File: src/rtl/grant_decoder.sv
// ---------------------------------------------------------------------------
// grant_decoder
//
// Turns an encoded requester index back into a one-hot grant. An accepted
// index is held as a grant for HOLD cycles, then released through a single
// dead (GAP) cycle before the next index can be taken. An abort ends a grant
// early. Completed grants are counted, and an accepted index that names no
// requester raises a sticky error flag.
//
// Ports:
//   clk          rising-edge clock
//   rst          synchronous, active-high reset
//   enc          encoded index of the winning requester (W bits)
//   valid        enc is meaningful this cycle
//   ready        block can accept an index (IDLE and not in reset)
//   abort        end the current grant early (only looked at in GRANT)
//   grant        registered one-hot grant (N bits)
//   grant_valid  high exactly when grant is nonzero
//   done         pulse in the last cycle of a full-length grant
//   err          sticky out-of-range flag, cleared only by rst
//   grant_cnt    count of completed (non-aborted) grants, wraps at 256
// ---------------------------------------------------------------------------
module grant_decoder #(
    parameter int N    = 8,
    parameter int W    = $clog2(N),
    parameter int HOLD = 4
) (
    input  logic         clk,
    input  logic         rst,
    input  logic [W-1:0] enc,
    input  logic         valid,
    output logic         ready,
    input  logic         abort,
    output logic [N-1:0] grant,
    output logic         grant_valid,
    output logic         done,
    output logic         err,
    output logic [7:0]   grant_cnt
);

    // Hold counter only needs to reach HOLD-1; keep at least one bit.
    localparam int CW = (HOLD > 1) ? $clog2(HOLD) : 1;

    typedef enum logic [1:0] {
        ST_IDLE  = 2'd0,
        ST_GRANT = 2'd1,
        ST_GAP   = 2'd2
    } state_t;

    state_t          state_q, state_d;
    logic [W-1:0]    enc_q, enc_d;
    logic [CW-1:0]   cnt_q, cnt_d;
    logic [N-1:0]    grant_q, grant_d;
    logic            gv_q, gv_d;
    logic            err_q, err_d;
    logic [7:0]      gcnt_q, gcnt_d;

    logic            accept;
    logic            in_range;
    logic            last_cycle;

    // ready depends only on state and rst, never on valid.
    assign ready  = (state_q == ST_IDLE) & ~rst;
    assign accept = valid & ready;

    // One extra bit so that N itself is representable (e.g. N=256, W=8).
    assign in_range = ({1'b0, enc} < (W+1)'(N));

    assign last_cycle = (state_q == ST_GRANT) && (cnt_q == '0);

    // Abort in the last grant cycle cancels the completion, so the pulse is
    // masked by the live abort input.
    assign done = last_cycle & ~abort;

    always_comb begin
        state_d = state_q;
        enc_d   = enc_q;
        cnt_d   = cnt_q;
        err_d   = err_q;
        gcnt_d  = gcnt_q;

        case (state_q)
            ST_IDLE: begin
                if (accept) begin
                    if (in_range) begin
                        state_d = ST_GRANT;
                        enc_d   = enc;
                        cnt_d   = CW'(HOLD - 1);
                    end else begin
                        // Nothing to grant: stay IDLE, remember the fault.
                        err_d = 1'b1;
                    end
                end
            end
            ST_GRANT: begin
                if (abort) begin
                    state_d = ST_GAP;
                    cnt_d   = '0;
                end else if (cnt_q == '0) begin
                    state_d = ST_GAP;
                    gcnt_d  = gcnt_q + 8'd1;
                end else begin
                    cnt_d = cnt_q - CW'(1);
                end
            end
            ST_GAP: begin
                state_d = ST_IDLE;
            end
            default: begin
                state_d = ST_IDLE;
            end
        endcase
    end

    // Grant is decoded from the next state so the output itself is a flop.
    generate
        for (genvar gi = 0; gi < N; gi++) begin : g_onehot
            assign grant_d[gi] = (state_d == ST_GRANT) && (enc_d == W'(gi));
        end
    endgenerate

    assign gv_d = (state_d == ST_GRANT);

    always_ff @(posedge clk) begin
        if (rst) begin
            state_q <= ST_IDLE;
            enc_q   <= '0;
            cnt_q   <= '0;
            grant_q <= '0;
            gv_q    <= 1'b0;
            err_q   <= 1'b0;
            gcnt_q  <= 8'd0;
        end else begin
            state_q <= state_d;
            enc_q   <= enc_d;
            cnt_q   <= cnt_d;
            grant_q <= grant_d;
            gv_q    <= gv_d;
            err_q   <= err_d;
            gcnt_q  <= gcnt_d;
        end
    end

    assign grant       = grant_q;
    assign grant_valid = gv_q;
    assign err         = err_q;
    assign grant_cnt   = gcnt_q;

endmodule

File: config.mk
export PLATFORM = sky130hd
export DESIGN_NAME = grant_decoder
export DESIGN_NICKNAME = d
export VERILOG_FILES = /design/src/rtl/grant_decoder.sv
export SDC_FILE = /design/constraint.sdc
export NUM_CORES = 1
export LEC_CHECK = 0
export CORE_AREA = 3 3 50 52
export DETAILED_ROUTE_END_ITERATION = 16
export DIE_AREA = 0 0 53 55
export GPL_ROUTABILITY_DRIVEN = 0
export PLACE_DENSITY = 0.79
export SLEW_MARGIN = 20
export SYNTH_ARGS = -nofsm -noshare
export SYNTH_HDL_FRONTEND = slang
export SYNTH_SLANG_ARGS = --single-unit
File: constraint.sdc
create_clock -name clk -period 3.5 [get_ports clk]
set_input_delay 0.7 -clock clk [delete_from_list [all_inputs] [get_ports clk]]
set_output_delay 0.7 -clock clk [all_outputs]
set_load 0.02 [all_outputs]
# Word-level counts from Yosys, hierarchy flattened
# Cells that the tools add are included.
# word_totals
inputBits	7
latch_bits	0
mem_bits_ro	0
ram_bits	0
out_inout_bits	20
n_memories	0
regBits	24
# op_classes
n_bitwise	5
n_addsub	2
n_reduce_logical	15
multipliers	0
n_shift	0
n_lt_le_gt_ge	0
muxes	10
div	0
eq_ne	11
# op_table
op	n
$eq 3x3->1 const B	4
$mux 2	6
$logic_and 1x1->1	9
$add 8x1->8 const B	1
$pmux 2 s2	2
$eq 3x2->1 const B	2
$mux 3	2
$reduce_and 3->1	2
$eq 2x1->1 const B	2
$logic_not 2->1	2
$and 1x1->1	3
$eq 3x1->1 const B	1
$logic_not 3->1	1
$ne 3x3->1 const B	1
$ne 2x2->1 const B	1
$not 1->1	2
$reduce_bool 2->1	1
$sub 2x1->2 const B	1

# Longest topological paths before layout
# depth
ltp_word	7
depth_mapped	7
ltp_nobuf	6

# Least setup slack after synthesis
# OpenSTA, ideal clock, no wires.
# synth_timing
path_type	input to output
start	in rst
end	out ready
setup_slack_ns	1.488
arrival_ns	1.312
path_stages	2
path_buffers	1
cell_sequence	buf_2 > nor3_1
# synth_between
elab_chain_cells	2
# synth_rtl
item	line_no	rtl
start: declaration	29	input logic rst,
$not 1->1	63	assign ready = (state_q == ST_IDLE) & ~rst;
$and 1x1->1	63	
end: declaration	32	output logic ready,
# No other way between the ends.

# Final worst setup path
# layout_timing
start	in abort
end	out done
# layout_between
elab_chain_cells	2
# layout_rtl
item	line_no	rtl
start: declaration	33	input logic abort,
$not 1->1 (no source line)	-	
$and 1x1->1	73	assign done = last_cycle & ~abort;
end: declaration	36	output logic done,
# No other way between the ends.

==> flow_summary.yaml <==
die:
  ioPinCount: 27
  die_h_um: 55
  dieWidth_um: 53
  rows: 17
  dieArea_mm2: 0.00292
  core_area_mm2: 0.00215
  start_util_pct: 48.5
clock_network:
  ctsResizeCount: 0
  cts.path.max_buffers: 2
  insertion_delay_ns: 0.31
  cts_root_buf: "clkbuf_4"
  cts_tree: "yes"
  clkSlewWorstSetupHoldPaths_ns: 0.13
  cts_htree_levels: 1
  cts_setup_buffers: 0
  cts_inserted_buffers: 3
  ctsHoldBuffers: 0
  clock-sinks: 24
setup_path:
  cp_max_fo: 7
  crit_type: "input pin to output pin"
  arrival_ns: 2.39
  worst_setup_path_end_kind: "output pin"
  r2r_slack_ns: 1.73
  critPathLaunchType: "input pin"
  required_ns: 2.80
synth:
  ys_seq_elements: 24
  ys.flop_type: "dfxtp_1"
  synthAdderAreaFrac_pct: 2.40
  yosys_warnings: 0
  synth_area_leader_cell: "dfxtp_1"
  synth_cell_types: 36
  yosysMostFrequentCell: "dfxtp_1"
  syn_area_per_cell_um2: 9.29
  synthArstFlopShare_pct: 0
  synth_edf_count: 0
  yosys.area_share.simple_pct: 25.1
  synthCells: 112
  synth_xor_area_share_pct: 5.89
  synthMuxAreaShare_pct: 1.92
  yosys.area.top_type_share_pct: 46.2
  ys_top_cells_by_area: "dfxtp_1 46%, xor2_1 5.0%, o22ai_1 4.2%"
  yosys-top-cells-count: "24 x dfxtp_1, 11 x nor2_1, 10 x nand2_1, 7 x a21oi_1, 7 x o22ai_1"
  synth_top_family_by_area: "simple AND/OR/NAND/NOR gates"
  synth_compound_area_share_pct: 12.5
  syn_area_mm2: 0.00104
  seq_area_frac_synth_pct: 46.2
  synth_nets: 121
global_routing:
  antenna_found_initial: 0
  overflow: 0
  grt_pass1_vias: 799
  grt_pass1_wl_um: 3380
  globalRouteTotalUtil_pct: 15.6
  grt_max_degree: 18
placed_design:
  place.detailed.instances: 161
  port_buffers: 25
  dp_hpwl_um: 1490
  dp_slack_ns: 0.439
  placed_area_mm2: 0.00130
finish:
  n_fill_cell: 177
  area.growth.synth_to_final_pct: 29.7
  fin_nets: 147
  drive_gt1_share_pct: 9.49
  stdcell_area_mm2: 0.00135
  n_antenna_cell: 0
  fin_cells: 165
detailed_routing:
  drc: 0
  drtAntennaViolNets: 0
  drt_wl_total_um: 1980
  drtIter0Drc: 23
  drtPass1Iterations: 4
  wl_per_cell_um: 12.0
  via_per_inst: 5.18
  via_count: 854
timing:
  finalSetupTns_ns: 0
  fmax_mhz: 323
  finalCritPeriodShare_pct: 88.3
  setup_violations: 0
  setup_slack_ns: 0.408
  whs_ns: 0.510
  final_max_slew_viol_count: 0
  finalHoldViolCount: 0
  fin_skew_ns: 0.00287
  rsz0062_at_grt: "no"
  period_needed_ns: 3.09
flow_run:
  drv_cap: 0
worst_hold_path:
  hold_class: "register to register"
power:
  ir_worst_vdd_mv: 0.262
  leakagePower_nw: 0.496
  powerDensity_mw_per_mm2: 415
status:
  outcome: "completed"
area by class of cell:
class	instances	area (um^2)	area share, %
sequential	24	480	35.6
tap	28	35.0	2.60
multi-input combinational	78	502	37.2
inverter	4	15.0	1.11
clock buffer	3	22.5	1.67
timing repair buffer	27	265	19.6
clock inverter	1	30.0	2.22
final timing paths:
kind	start	to	cells after the start
min	enc_q[2]$_SDFF_PP0_	enc_q[2]$_SDFF_PP0_	2
max reg2reg	state_q[0]$_SDFF_PP0_	grant[2]$_SDFF_PP0_	4
max	abort	done	3
min reg2reg	enc_q[2]$_SDFF_PP0_	enc_q[2]$_SDFF_PP0_	2
kinds of logic after synthesis:
family / Yosys count
flops: 24
compound gates: 20
other cells: 1
mux: 2
buf+inv: 10
simple gates: 46
fa+ha+maj: 2
xor+xnor: 7
power by group:
group,leakage [nW],total (mW),switching [mW],internal [mW]
clock,0.0279,0.196,0.0799,0.116
sequential,0.195,0.292,0.00909,0.283
combinational,0.273,0.0724,0.0364,0.0360
per-stage QoR:
step           total power [mW]  utilization (%)
3_5_place_dp              0.370             60.4
3_3_place_gp              0.368             60.4
2_1_floorplan             0.346                -
4_1_cts                   0.567             62.8
5_1_grt                   0.585             62.8
6_report                  0.560             62.8
flip-flops by register name, indices dropped and copies added (netlist names):
name and flops:
state_q 2, cnt_q 2, enc_q 3, grant_valid 1, grant_cnt 8, grant 8
metal layers:
metal	wire length, um	vias up	track usage, %
met5	0	-	0
met4	11	0	7.23
met3	100	2	2.68
met2	959	23	26.7
met1	907	387	19.3
li1	-	442	-
worst max-delay path: stages:
cell             delay, ns
clkdlybuf4s50_1       0.52
nor4bb_1              0.48
clkdlybuf4s50_1       0.69
cells in the final DEF, fill, tap and decap left out, types with 2 or more instances in the layout:
master	instances
a21oi_1	7
buf_4	2
clkbuf_4	3
clkdlybuf4s50_1	25
dfxtp_1	24
ha_1	2
inv_1	4
mux2i_1	2
nand2_1	10
nand2b_1	3
nand3_1	4
nand4_1	2
nor2_1	11
nor3_1	4
o221a_2	2
o22ai_1	7
xor2_1	6
Note: power is estimated with default switching activity, not from simulation.
